**config.mk**
```make
export PLATFORM = sky130hd
export DESIGN_NAME = sd_otf_converter
export DESIGN_NICKNAME = d
export VERILOG_FILES = /design/src/rtl/sd_otf_pkg.sv /design/src/rtl/sd_otf_converter_step.sv /design/src/rtl/sd_otf_converter.sv
export SDC_FILE = /design/constraint.sdc
export NUM_CORES = 1
export LEC_CHECK = 0
export CAP_MARGIN = 20
export CORE_ASPECT_RATIO = 1.5
export CORE_UTILIZATION = 45
export CTS_BUF_LIST = sky130_fd_sc_hd__clkbuf_4 sky130_fd_sc_hd__clkbuf_8
export DETAILED_ROUTE_END_ITERATION = 8
export SYNTH_ARGS = -nofsm -noshare
export SYNTH_HDL_FRONTEND = slang
export SYNTH_SLANG_ARGS = --single-unit
```
**constraint.sdc**
```tcl
create_clock -name clk -period 2.35 [get_ports clk]
set_input_delay 0.3525 -clock clk [delete_from_list [all_inputs] [get_ports clk]]
set_output_delay 0.3525 -clock clk [all_outputs]
set_load 0.01 [all_outputs]
```
**src/rtl/sd_otf_pkg.sv**
```systemverilog
// rtl/sd_otf_pkg.sv - signed-digit encodings and converter state shared by the online operators
package sd_otf_pkg;

    // Radix-2 signed-digit codes carried on two-bit digit streams.
    localparam logic [1:0] SD_ZERO = 2'b00;
    localparam logic [1:0] SD_POS  = 2'b01;
    localparam logic [1:0] SD_NEG  = 2'b10;
    localparam logic [1:0] SD_ILL  = 2'b11;

    typedef enum logic [1:0] {
        IDLE    = 2'd0,
        SKIP    = 2'd1,
        COLLECT = 2'd2,
        DONE    = 2'd3
    } otf_state_t;

endpackage

```
**src/rtl/sd_otf_converter_step.sv**
```systemverilog
// rtl/sd_otf_converter_step.sv - one on-the-fly conversion step (Q/QM append of a signed digit)
//
// Ports:
//   q, qm     current Q register and QM = Q - 1 ulp
//   digit     signed digit code (illegal code behaves as zero)
//   q_next    Q after appending the digit
//   qm_next   QM after appending the digit
//   illegal   digit carried the illegal code
module sd_otf_step
    import sd_otf_pkg::*;
#(
    parameter int W = 17
) (
    input  logic [W-1:0] q,
    input  logic [W-1:0] qm,
    input  logic [1:0]   digit,
    output logic [W-1:0] q_next,
    output logic [W-1:0] qm_next,
    output logic         illegal
);

    // Appending -1 borrows from the higher digits, which QM already holds,
    // so every case is a pure shift-and-append with no carry chain.
    always_comb begin
        q_next  = {q[W-2:0], 1'b0};
        qm_next = {qm[W-2:0], 1'b1};
        illegal = (digit == SD_ILL);
        case (digit)
            SD_POS: begin
                q_next  = {q[W-2:0], 1'b1};
                qm_next = {q[W-2:0], 1'b0};
            end
            SD_NEG: begin
                q_next  = {qm[W-2:0], 1'b1};
                qm_next = {qm[W-2:0], 1'b0};
            end
            default: begin
                q_next  = {q[W-2:0], 1'b0};
                qm_next = {qm[W-2:0], 1'b1};
            end
        endcase
    end

endmodule

```
**src/rtl/sd_otf_converter.sv**
```systemverilog
// rtl/sd_otf_converter.sv - MSD-first signed-digit stream to two's-complement word converter
//
// Ports:
//   clk         system clock
//   asyn_reset  asynchronous active-low reset
//   enable      stream enable; all state holds while low
//   start       begin a conversion (honoured only in IDLE or DONE)
//   q_value     incoming signed digit
//   q_word      result, value = q_word * 2^-N_DIGITS
//   valid       one-cycle pulse while a fresh q_word is presented
//   busy        skipping online-delay digits or collecting result digits
//   code_err    sticky flag: illegal digit code consumed during collection
module sd_otf_converter
    import sd_otf_pkg::*;
#(
    parameter int N_DIGITS     = 16,
    parameter int ONLINE_DELAY = 3
) (
    input  logic                clk,
    input  logic                asyn_reset,
    input  logic                enable,
    input  logic                start,
    input  logic [1:0]          q_value,
    output logic [N_DIGITS:0]   q_word,
    output logic                valid,
    output logic                busy,
    output logic                code_err
);

    localparam int W   = N_DIGITS + 1;
    localparam int DCW = $clog2(N_DIGITS + 1);

    localparam logic [DCW-1:0] DIG_LAST  = DCW'(N_DIGITS - 1);
    localparam logic [2:0]     SKIP_LAST = (ONLINE_DELAY > 0) ? 3'(ONLINE_DELAY - 1) : 3'd0;
    localparam otf_state_t     FIRST_STATE = (ONLINE_DELAY > 0) ? SKIP : COLLECT;

    otf_state_t     state;
    otf_state_t     state_next;
    logic [2:0]     skip_cnt;
    logic [DCW-1:0] dig_cnt;
    logic [W-1:0]   q_reg;
    logic [W-1:0]   qm_reg;
    logic [W-1:0]   q_step;
    logic [W-1:0]   qm_step;
    logic           step_illegal;
    logic           start_take;
    logic           consume;

    assign start_take = enable && start && ((state == IDLE) || (state == DONE));
    assign consume    = enable && (state == COLLECT);

    sd_otf_step #(.W(W)) u_step (
        .q       (q_reg),
        .qm      (qm_reg),
        .digit   (q_value),
        .q_next  (q_step),
        .qm_next (qm_step),
        .illegal (step_illegal)
    );

    always_ff @(posedge clk or negedge asyn_reset) begin
        if (!asyn_reset) begin
            state <= IDLE;
        end else begin
            state <= state_next;
        end
    end

    always_comb begin
        state_next = state;
        if (enable) begin
            case (state)
                IDLE:    if (start) state_next = FIRST_STATE;
                SKIP:    if (skip_cnt == SKIP_LAST) state_next = COLLECT;
                COLLECT: if (dig_cnt == DIG_LAST) state_next = DONE;
                DONE:    state_next = start ? FIRST_STATE : IDLE;
                default: state_next = IDLE;
            endcase
        end
    end

    // q_word is loaded on the edge that consumes the last digit so that it is
    // already stable during the DONE cycle in which valid is shown.
    always_ff @(posedge clk or negedge asyn_reset) begin
        if (!asyn_reset) begin
            q_reg    <= '0;
            qm_reg   <= '1;
            skip_cnt <= '0;
            dig_cnt  <= '0;
            q_word   <= '0;
            code_err <= 1'b0;
        end else if (start_take) begin
            q_reg    <= '0;
            qm_reg   <= '1;
            skip_cnt <= '0;
            dig_cnt  <= '0;
            code_err <= 1'b0;
        end else begin
            if (enable && (state == SKIP)) begin
                skip_cnt <= skip_cnt + 3'd1;
            end
            if (consume) begin
                q_reg   <= q_step;
                qm_reg  <= qm_step;
                dig_cnt <= dig_cnt + DCW'(1);
                if (step_illegal) begin
                    code_err <= 1'b1;
                end
                if (dig_cnt == DIG_LAST) begin
                    q_word <= q_step;
                end
            end
        end
    end

    // Gating with enable keeps valid low in a stalled DONE cycle; the pulse
    // then appears in the first enabled cycle.
    assign valid = (state == DONE) && enable;
    assign busy  = (state == SKIP) || (state == COLLECT);

endmodule

```
==> impl_metrics.json <==
{
  "run_status": "finished clean",
  "die_x_microns": 66.8,
  "drt_pre_antenna_iters": 4,
  "crit_fanout": 5,
  "final.fill_count": 537,
  "cts_sinks": 60,
  "hold_viol_final": 0,
  "cts_setup_buffers": 0,
  "wirelength_met1_microns": 2460,
  "groute.usage.overall_pct": 20.2,
  "areaGrowthSynthToFinish_pct": 19.9,
  "maxSlewViolCount": 0,
  "critical_path_required_ps": 2000,
  "power.leakage_nw": 1.64,
  "drt.antenna.violating_nets": 0,
  "dp.final_hpwl_microns": 3680,
  "synth_top_area_cell": "dfrtp_1",
  "portion_of_the_post_synthesis_area_used_by_sequential_elements_pct": 53.7,
  "post_synthesis_cell_type_count": 35,
  "largest_net_degree_at_the_start_of_global_routing": 39,
  "grt_setup_unrepaired": "false",
  "worstReg2RegStart": "state[0]$_DFFE_PN0P_",
  "clock_tree.buffer_depth": 2,
  "clk_pin_slew_ps": 70,
  "pwr_density_cell_nw_per_um2": 1090,
  "routed_vias_inst": 5.47,
  "setup_viol_count_final": 0,
  "highest_clock_rate_mhz": 483,
  "synth_area_sq_um": 2830,
  "ys_seq_elements": 60,
  "postCtsHoldBufs": 1,
  "largest_register_ffs": 17,
  "cap_violations": 0,
  "finalSetupTns_ps": 0,
  "synth_top_area_share_pct": 38.9,
  "finalWorstPathRequiredPeriod_ps": 2070,
  "rrSetupSlack_ps": 460,
  "internal_power_mw": 2.51,
  "power.share.combinational_pct": 29.0,
  "setup_slack_ps": 280,
  "core_area_sq_um": 6090,
  "nets": 293,
  "vdd_ir_drop_max_uv": 582,
  "p_seq_share_pct": 45.2,
  "r2r-end": "q_word[8]$_DFFE_PN0P_",
  "grt_first_pass_wirelength_microns": 9660,
  "initial_utilization_pct": 46.5,
  "fraction_of_layout_instances_using_a_drive_strength_above_1_pct": 23.2,
  "cts_inserted_buffers": 9,
  "clock-skew-final_ps": 7.47,
  "seq_area_sq_um": 1520,
  "clock_power_share_pct": 25.8,
  "yosys_warnings": 0,
  "cts_tree": "built",
  "pin_count": 26,
  "wl_met2_microns": 2950,
  "min_period_over_period_pct": 88.1,
  "synth_area_per_cell_sq_um": 11.7,
  "p_switching_mw": 1.19,
  "critPathCaptureType": "output pin",
  "total_via_count_after_detailed_routing": 1938,
  "grt_pass1_vias": 2003,
  "cts.root.buffer_cell": "clkbuf_8",
  "worst_hold_path_type": "flop to flop",
  "routed_wire_length_per_instance_microns": 16.0,
  "power_switching_share_pct": 32.3,
  "critical_path.startpoint": "state[0]$_DFFE_PN0P_",
  "clk-insertion-delay-late_ps": 340,
  "number_of_cell_instances_on_the_worst_register_to_register_path": 5,
  "footprint_of_the_multi_input_gates_sq_um": 1180,
  "drt_first_iter_violations": 105,
  "gp_congestion": 0.729,
  "worst_slew_pin_slew_ps": 543,
  "ys_top_cells_by_area": "dfrtp_1 (39%), dfstp_2 (15%), a22o_1 (9.3%)",
  "dr_wl_met3_microns": 164,
  "cp-endpoint": "busy",
  "drc": 0,
  "gr-total-overflow": 0,
  "drt-total-wl_microns": 5670,
  "h-tree-depth": 3,
  "die_area_sq_um": 6620,
  "cts_resized": 0,
  "synth_nets": 260,
  "worst_slew_margin_rel_pct": 63.8,
  "synthCells": 242,
  "hold_path_depth": 2,
  "post-place-ws_ps": 148,
  "rows": 35,
  "top_layer_used": "met4",
  "crit_arrival_ps": 1720,
  "startpoint_type": "flop",
  "setup.worst_path.class": "flop to output pin",
  "die_y_microns": 99.2,
  "antenna_found_initial": 0,
  "antennaDiodeCount": 0,
  "place.port_buffers": 25
}
## cells by family after synthesis
kind of cell	count (synthesis)	share of synthesized area [%]
compound gates	75	19.3
xor+xnor	5	1.55
fa+ha+maj	12	5.30
buf+inv	24	4.51
flops	60	53.7
mux	16	7.16
simple gates	50	8.48
## routing by layer
| layer | vias up | track usage (%) |
|---|---|---|
| met5 | - | 0 |
| met4 | 0 | 9.82 |
| met3 | 8 | 6.54 |
| met2 | 30 | 31.9 |
| met1 | 971 | 24.4 |
| li1 | 929 | - |
## how the worst min path moves through the flow
stage,start,end,slack (ps)
2_1_floorplan,asyn_reset,code_err$_DFFE_PN0P_,60
5_1_grt,q_word[16]$_DFFE_PN0P_,q_word[16]$_DFFE_PN0P_,510
4_1_cts,q_word[16]$_DFFE_PN0P_,q_word[16]$_DFFE_PN0P_,490
6_report,q_word[16]$_DFFE_PN0P_,q_word[16]$_DFFE_PN0P_,480
3_5_place_dp,asyn_reset,q_word[9]$_DFFE_PN0P_,380
3_3_place_gp,asyn_reset,q_reg[9]$_DFFE_PN0P_,380
## cell usage after synthesis
cell type and instances:
a2111oi_0 1, clkbuf_1 7, nand2_1 7, and2_1 2, buf_2 6, buf_6 2
nand3_1 1, buf_8 1, nor2b_1 4, and3_1 1, o21ai_1 1, nand2b_1 2
xnor2_1 2, o2111ai_1 1, inv_1 7, or2_2 1, dfstp_2 16, a22o_1 30
buf_4 1, dfrtp_1 44, xor2_1 3, or2_1 1, o21a_1 1, o21bai_1 2
a211oi_1 1, mux2_2 10, nand3b_4 1, and2_4 1, nor2_1 28, ha_1 12
a21oi_1 20, mux2_4 6, o21ai_0 2, a22oi_1 16, nand4_1 1
## power by group through the flow
stage | Clock (mW) | Combinational (mW) | Sequential [mW]
final | 0.955 | 1.07 | 1.67
after global placement | 0 | 1.07 | 1.68
after CTS | 0.981 | 1.09 | 1.67
after detailed placement | 0 | 1.09 | 1.68
after global routing | 1.03 | 1.21 | 1.71
after floorplan | 0 | 0.800 | 1.62
## through the flow
stage / power, mW / instances / hold slack (ps) / util (%) / cell area (sq um)
after detailed placement: 2.77 / 337 / 376 / 52.2 / 3180
final: 3.70 / 354 / 483 / 55.8 / 3390
after global routing: 3.95 / 354 / 514 / 55.8 / 3390
after floorplan: 2.42 / 242 / 56.9 / - / 2830
after CTS: 3.75 / 354 / 491 / 55.8 / 3390
after global placement: 2.75 / 337 / 378 / 52.2 / 3180
## critical path: stages (launching register included)
cell	delay, ps
dfrtp_1	390
inv_1	110
ha_1	340
clkdlybuf4s50_1	540
## final cells by class
class	instances	share of cell area [%]
tap	74	2.73
timing repair buffer	39	10.8
sequential	60	44.8
multi-input combinational	158	34.8
clock buffer	12	4.68
inverter	7	0.774
clock inverter	4	1.40
## layout by cell type (no fill, tap or decap), drive strengths merged, types with 2 or more instances in the layout
cell,synthesis,routed
a21oi,20,20
a22o,30,30
a22oi,16,16
and2,3,3
buf,10,14
clkbuf,7,12
clkdlybuf4s50,0,24
clkinv,0,2
dfrtp,44,44
dfstp,16,16
ha,12,12
inv,7,7
mux2,16,16
nand2,7,7
nand2b,2,2
nor2,28,28
nor2b,4,4
o21ai,3,3
o21bai,2,2
or2,2,2
xnor2,2,2
xor2,3,3
No activity file was read; power rests on OpenSTA's default activity.
